$ cat src/rtl/e203_exu_flush_arb_pkg.sv
// Shared constants for the EXU flush arbiter: PC width, hart count, FSM encodings.
package e203_exu_flush_arb_pkg;

    localparam int unsigned E203_PC_SIZE  = 32;
    localparam int unsigned E203_HART_NUM = 2;

    // Arbiter FSM encodings (IDLE arbitrates, LOCK holds the granted hart).
    localparam logic ST_IDLE = 1'b0;
    localparam logic ST_LOCK = 1'b1;

endpackage

$ cat src/rtl/e203_exu_flush_pick.sv
// Two-way flush winner picker: exception flushes beat ordinary flushes,
// ties go to the round-robin pointer. Purely combinational.
module e203_exu_flush_pick
    import e203_exu_flush_arb_pkg::*;
(
    input  logic [E203_HART_NUM-1:0] req_i,
    input  logic [E203_HART_NUM-1:0] excp_i,
    input  logic                     rr_i,
    output logic                     any_o,
    output logic                     win_o
);

    // Winner selection; with no request the pointer hart is reported
    always_comb begin
        any_o = |req_i;
        win_o = rr_i;
        case (req_i)
            2'b01:   win_o = 1'b0;
            2'b10:   win_o = 1'b1;
            2'b11:   win_o = (excp_i[0] != excp_i[1]) ? excp_i[1] : rr_i;
            default: win_o = rr_i;
        endcase
    end

endmodule

$ cat src/rtl/e203_exu_flush_arb.sv
// Arbitrates per-hart flush requests onto the single shared IFU flush port.
// IDLE selects a winner in the same cycle; an unacked request locks the
// grant until it completes or the requester withdraws it.
module e203_exu_flush_arb
    import e203_exu_flush_arb_pkg::*;
#(
    parameter int unsigned PC_SIZE = E203_PC_SIZE,
    parameter int unsigned CNT_W   = 16
) (
    input  logic                              clk,
    input  logic                              rst_n,
    input  logic [E203_HART_NUM-1:0]          hart_flush_req,
    input  logic [E203_HART_NUM-1:0]          hart_flush_excp,
    input  logic [E203_HART_NUM*PC_SIZE-1:0]  hart_flush_op1,
    input  logic [E203_HART_NUM*PC_SIZE-1:0]  hart_flush_op2,
    output logic [E203_HART_NUM-1:0]          hart_flush_ack,
    output logic                              pipe_flush_req,
    output logic [PC_SIZE-1:0]                pipe_flush_add_op1,
    output logic [PC_SIZE-1:0]                pipe_flush_add_op2,
    output logic                              pipe_flush_hart,
    input  logic                              pipe_flush_ack,
    output logic                              flush_pulse,
    output logic                              last_flush_hart,
    output logic [CNT_W-1:0]                  flush_cnt0,
    output logic [CNT_W-1:0]                  flush_cnt1
);

    logic             state_q, state_d;
    logic             gnt_q,   gnt_d;
    logic             rr_q,    rr_d;
    logic             last_q,  last_d;
    logic [CNT_W-1:0] cnt0_q,  cnt0_d;
    logic [CNT_W-1:0] cnt1_q,  cnt1_d;

    logic pick_any;
    logic pick_win;
    logic sel_hart;
    logic sel_req;
    logic pulse;

    e203_exu_flush_pick u_pick (
        .req_i  (hart_flush_req),
        .excp_i (hart_flush_excp),
        .rr_i   (rr_q),
        .any_o  (pick_any),
        .win_o  (pick_win)
    );

    // Selected hart and flush port drive; reset masks the request side
    always_comb begin
        sel_hart = (state_q == ST_LOCK) ? gnt_q : pick_win;
        sel_req  = (state_q == ST_LOCK) ? hart_flush_req[gnt_q] : pick_any;
        pipe_flush_req     = rst_n & sel_req;
        pulse              = pipe_flush_req & pipe_flush_ack;
        pipe_flush_hart    = sel_hart;
        pipe_flush_add_op1 = sel_hart ? hart_flush_op1[2*PC_SIZE-1:PC_SIZE]
                                      : hart_flush_op1[PC_SIZE-1:0];
        pipe_flush_add_op2 = sel_hart ? hart_flush_op2[2*PC_SIZE-1:PC_SIZE]
                                      : hart_flush_op2[PC_SIZE-1:0];
        hart_flush_ack     = {pulse & sel_hart, pulse & ~sel_hart};
        flush_pulse        = pulse;
    end

    // Next-state: lock on an unacked grant, release on completion or abort
    always_comb begin
        state_d = state_q;
        gnt_d   = gnt_q;
        rr_d    = rr_q;
        last_d  = last_q;
        cnt0_d  = cnt0_q;
        cnt1_d  = cnt1_q;
        case (state_q)
            ST_IDLE: begin
                if (pick_any && !pipe_flush_ack) begin
                    state_d = ST_LOCK;
                    gnt_d   = pick_win;
                end
            end
            ST_LOCK: begin
                if (!hart_flush_req[gnt_q] || pipe_flush_ack) begin
                    state_d = ST_IDLE;
                end
            end
            default: state_d = ST_IDLE;
        endcase
        if (pulse) begin
            rr_d   = ~sel_hart;
            last_d = sel_hart;
            if (!sel_hart && (cnt0_q != {CNT_W{1'b1}})) begin
                cnt0_d = cnt0_q + CNT_W'(1);
            end
            if (sel_hart && (cnt1_q != {CNT_W{1'b1}})) begin
                cnt1_d = cnt1_q + CNT_W'(1);
            end
        end
    end

    // State registers with synchronous active-low reset
    always_ff @(posedge clk) begin
        if (!rst_n) begin
            state_q <= ST_IDLE;
            gnt_q   <= 1'b0;
            rr_q    <= 1'b0;
            last_q  <= 1'b0;
            cnt0_q  <= '0;
            cnt1_q  <= '0;
        end else begin
            state_q <= state_d;
            gnt_q   <= gnt_d;
            rr_q    <= rr_d;
            last_q  <= last_d;
            cnt0_q  <= cnt0_d;
            cnt1_q  <= cnt1_d;
        end
    end

    assign last_flush_hart = last_q;
    assign flush_cnt0      = cnt0_q;
    assign flush_cnt1      = cnt1_q;

endmodule

$ cat config.mk
export PLATFORM = sky130hd
export DESIGN_NAME = e203_exu_flush_arb
export DESIGN_NICKNAME = d
export VERILOG_FILES = /design/src/rtl/e203_exu_flush_arb_pkg.sv /design/src/rtl/e203_exu_flush_pick.sv /design/src/rtl/e203_exu_flush_arb.sv
export SDC_FILE = /design/constraint.sdc
export NUM_CORES = 1
export LEC_CHECK = 0
export BUFFER_PORTS_ARGS = -buffer_cell sky130_fd_sc_hd__buf_2
export CORE_MARGIN = 2
export CORE_UTILIZATION = 35
export DETAILED_ROUTE_END_ITERATION = 16
export MAX_ROUTING_LAYER = met4
export PLACE_DENSITY_LB_ADDON = 0.08
export SYNTH_ARGS = -nofsm -noshare
export SYNTH_HDL_FRONTEND = slang
export SYNTH_SLANG_ARGS = --single-unit
$ cat constraint.sdc
create_clock -name clk -period 1.65 [get_ports clk]
set_input_delay 0.0825 -clock clk [delete_from_list [all_inputs] [get_ports clk]]
set_output_delay 0.0825 -clock clk [all_outputs]
set_load 0.05 [all_outputs]
**Yosys cells after proc, flatten, opt, wreduce, memory -nomap -nowiden**

Cells that the tools add are included.

- Bits in registers: 36
- Output and inout bits: 102
- Word-level logic and storage cells: 43

- Add/subtract/negate cells: 2
- Magnitude comparators: 1
- Equal/unequal tests: 6
- Muxes and demuxes: 11
- Bitwise logic cells: 6
- Reduce and logical (&&, ||, !) cells: 11

Operators by type and width:

| operator | count |
|---|---|
| 2-to-1 mux 32 bit | 2 |
| adder 16 x 1 -> 16 bit, second input constant | 2 |
| inequality test 16 bit, second input constant | 2 |
| 2-to-1 mux 1 bit | 7 |
| AND reduction 2 bit | 3 |
| AND 1 bit | 4 |
| equality test 2 bit, second input constant | 2 |
| logical AND 1 bit | 3 |
| zero test 1 bit | 3 |
| case mux 1 bit (3 select lines) | 1 |
| equality test 2 x 1 -> 1 bit, second input constant | 1 |
| < comparator 1 x 2 -> 1 bit, second input constant | 1 |
| NOT 1 bit | 2 |
| case mux 1 bit (2 select lines) | 1 |
| OR reduction 2 bit | 1 |
| logical OR 1 bit | 1 |
| inequality test 1 bit | 1 |

**Logic depth before layout (Yosys ltp)**

- Word-level depth: 7
- Depth in mapped cells: 8
- Mapped depth without buffers: 7

**By module**

A second synthesis with hierarchy kept.

- Cells, all modules: 417
- Area, all modules: 2534.9 µm²

Modules (own cells, without submodules):

| module | times used | cells an instance | area an instance (µm²) | sequential area each (µm²) |
|---|---|---|---|---|
| e203_exu_flush_arb | 1 | 410 | 2501.1 | 720.7 |
| e203_exu_flush_pick | 1 | 7 | 33.8 | 0.0 |

**Worst setup path before layout**

Ideal clock, no wire load.

- Path kind: register to register
- Start: register cnt1_q[4], in the netlist flush_cnt1[4]
- End: register cnt1_q[15], in the netlist flush_cnt1[15]
- Arrival time: 2.012 ns
- Required time: 1.506 ns
- Path slack: -0.506 ns
- Stages on the path, launching flop included: 6
- Path buffers: 0
- Period minus slack after synthesis: 2.156 ns
- Cells stage by stage: dfxtp_1 and4_1 nand3_1 or4_1 o311ai_1 o41ai_1

- Longest elaborated chain between the ends: 3

Ends and longest elaborated chain:

| what | RTL line | RTL |
|---|---|---|
| start, declared | e203_exu_flush_arb.sv:33 | `logic [CNT_W-1:0] cnt1_q, cnt1_d;` |
| start signal, assigned | e203_exu_flush_arb.sv:113 | `cnt1_q <= cnt1_d;` |
| parallel branches: the longest is 3 deep, another holds adder 16 x 1 -> 16 bit | n/a |  |

Several ways; the timed one is not identified.
A chain may end at the register's enable or synchronous reset.

**Final worst setup path**

- Start: register rr_q
- End: output port pipe_flush_add_op1[8]

- Longest elaborated chain between the ends: 4

Ends and longest elaborated chain:

| what | RTL line | RTL |
|---|---|---|
| start, declared | e203_exu_flush_arb.sv:30 | `logic rr_q, rr_d;` |
| start signal, assigned | e203_exu_flush_arb.sv:110 | `rr_q <= rr_d;` |
| 2-to-1 mux 1 bit | e203_exu_flush_pick.sv:20 | `2'b11: win_o = (excp_i[0] != excp_i[1]) ? excp_i[1] : rr_i;` |
| case mux 1 bit (3 select lines) (*) | e203_exu_flush_pick.sv:17 | `case (req_i)` |
| 2-to-1 mux 1 bit (*) | e203_exu_flush_arb.sv:51 | `sel_hart = (state_q == ST_LOCK) ? gnt_q : pick_win;` |
| 2-to-1 mux 32 bit (*) | e203_exu_flush_arb.sv:56 | `pipe_flush_add_op1 = sel_hart ? hart_flush_op1[2*PC_SIZE-1:PC_SIZE]` |
| end, declared | e203_exu_flush_arb.sv:18 | `output logic [PC_SIZE-1:0] pipe_flush_add_op1,` |

Mark *: on every way between the ends. The rest lies on a longest branch, timed or not.

==> flow_summary.yaml <==
timing:
  skew_ns: 0.00710
  setup_slack_ns: -0.390
  rsz0062_at_grt: "true"
  max_freq_mhz: 490
  final-hold-violation-count: 0
  relSlewSlack: 0.768
  layout_min_cycle_time_ns: 2.04
  tightest_slew_ns: 0.348
  final_max_slew_viol_count: 0
  finalSetupViolCount: 101
  period_share: 1.24
cts:
  clk_pin_slew_ns: 0.08
  cts_tree: "yes"
  holdBufCountCts: 0
  h-tree-depth: 2
  cts_max_path_buffers: 2
  cts-root-buf: "clkbuf_8"
  numCtsBuffers: 5
  clock-sinks: 36
  clock_latency_ns: 0.29
grt:
  grt_max_degree: 17
  grt_pass1_wl_um: 19000
  antenna_found_initial: 0
  gr-total-overflow: 0
  grt_usage: 0.300
  grt_pass1_vias: 3607
cells_and_area:
  drive_gt1_frac: 0.814
  utilization: 0.813
  final_nets: 748
  area_growth_pct: 128
  n_antenna_cell: 0
  fill_cells: 461
critical_path:
  crit_family: "flip-flops"
  cp_max_fo: 8
  cp_cell_sequence: "nor2_4 > o31a_1 > nand2_4 > clkbuf_16 > mux2_2 > buf_6"
  crit_type: "register to output pin"
  crit_required_ns: 1.57
  worstPathArrival_ns: 1.96
  cpPeakStageDelay_ns: 0.39
  crit_buf_inv: 2
  cp_slowest_cell: "dfxtp_4"
  crit_path_start_kind: "register"
  cp-end-kind: "output pin"
yosys:
  synth-adder-area-share: 0.00925
  yosysTopAreaCellShare: 0.266
  syn_area_per_cell_sq_um: 9.08
  muxShareOfSynthArea: 0.281
  async_reset_ff_frac: 0
  synth.most_common_cell: "dfxtp_1"
  synth_xor_area_frac: 0
  synth_top_family_by_area: "multiplexers"
  syn_nets: 435
  synth_cell_type_count: 48
  synthTopCellsByArea: "dfxtp_1, mux2_2, mux2_1, a21oi_1, o31ai_1"
  syn_area_sq_um: 2710
  synth_seq_cells: 36
  synth_edf_count: 0
  ys_seq_area_frac: 0.266
  syn-instance-count: 298
  synth_ff_type: "dfxtp_1"
  synth_compound_area_frac: 0.167
  synth_common_cells: "dfxtp_1, mux2_2, mux2_1"
  yosys.area.top_type: "dfxtp_1"
  yosys_warnings: 0
  synth_simple_gate_area_share: 0.228
power_and_ir_drop:
  ir_drop_mv: 0.500
  cellLeakagePower_uw: 0.00278
  power_density_nw_per_um2: 637
floorplanning:
  core.rowCount: 32
  io_pins: 237
  die_h_um: 91.9
  start_util: 0.356
  die_w_um: 91.9
  core-area_sq_um: 7610
  die_area_sq_um: 8450
place:
  dpl.hpwl_um: 9620
  pre_cts_slack_ns: -0.156
  place_congestion: 0.907
  port_buffers: 236
outcome:
  status: "complete, but fails checks"
  violations: "setup timing"
drt:
  firstDrtPassIters: 4
  final_antenna_net_count: 0
  wirelength_um: 14200
  vias: 3837
  wl_per_cell_um: 19.9
  vias_per_cell: 5.37
  drc_errors: 0
  drtIter0Drc: 136
min_path:
  hold_path_class: "input port to register"
flow_run:
  maxCapViolCount: 0
registers in the layout (all words and copies together), names as in the netlist:
register,flops
flush_cnt0,16
flush_cnt1,16
gnt_q,1
last_flush_hart,1
rr_q,1
state_q,1
path summary, 6_finish.rpt:
check	slack, ns	start	cells after the start	to
worst min register to register	0.48	flush_cnt0[3]$_SDFFE_PN0P_	1	flush_cnt0[3]$_SDFFE_PN0P_
worst max-delay path	-0.39	rr_q$_SDFFE_PN0P_	6	pipe_flush_add_op1[8]
worst max register to register	-0.32	state_q$_SDFF_PN0_	9	flush_cnt1[10]$_SDFFE_PN0P_
worst min-delay path	0.009	pipe_flush_ack	2	state_q$_SDFF_PN0_
cell usage in the layout, fill, tap and decap left out, types with 5 or more instances in the layout:
cell type,instances
clkbuf_8,5
nor2_1,5
nand2_1,20
buf_4,49
buf_2,167
buf_12,7
mux2_2,17
or4_4,5
or4_1,7
mux2_4,47
dfxtp_2,7
nand3_1,11
nand4_1,6
buf_6,80
o311ai_4,5
a21oi_2,11
o41ai_2,6
a21oi_1,11
buf_8,14
o31ai_1,7
dfxtp_4,27
per-stage QoR:
step	power, uW	setup TNS, ns	cells	hold WS (ns)	instance area, sq um
finish	3930	-29.61	714	0.00865	6180
global route	4060	-36.08	714	0.0128	6180
CTS	3770	-28.14	704	0.00220	5690
detailed placement	2550	-6.43	671	0.311	4680
global placement	2530	-4.55	671	0.311	4680
floorplan	2100	-0.304	298	0.151	3090
kinds of logic after synthesis:
| group | after synthesis |
|---|---|
| mux | 68 |
| fa+ha+maj | 2 |
| flops | 36 |
| simple gates | 102 |
| buf+inv | 25 |
| compound gates | 65 |
metal layers:
metal | vias to the layer above | share of wire | global-route usage
li1 | 1796 | - | -
met1 | 1822 | 0.37 | 0.330
met2 | 194 | 0.52 | 0.537
met3 | 25 | 0.082 | 0.0855
met4 | 0 | 0.026 | 0.0672
met5 | - | 0 | -
area by class of cell:
cell class,count,area [sq um],area share
Multi-Input combinational cell,240,2540,0.411
Timing Repair Buffer,320,2530,0.409
Sequential cell,36,831,0.134
Tap cell,102,128,0.0206
Clock buffer,5,68.8,0.0111
Clock inverter,3,42.5,0.00688
Inverter,8,40.0,0.00648
report_power, final:
part           internal (uW)  switching [uW]  total (uW)  leakage, uW
Sequential               840            15.8         856     0.000316
Combinational           1010            1260        2280      0.00241
Clock                    448             356         804    0.0000541
timing repair:
item | CTS | global route
gates resized for setup | 174 | 96
pin swaps | 27 | 24
endpoints found under the setup margin | 99 | 103
gates cloned | 5 | 4
setup buffers | 21 | 14
(Power assumes the default switching activity.)
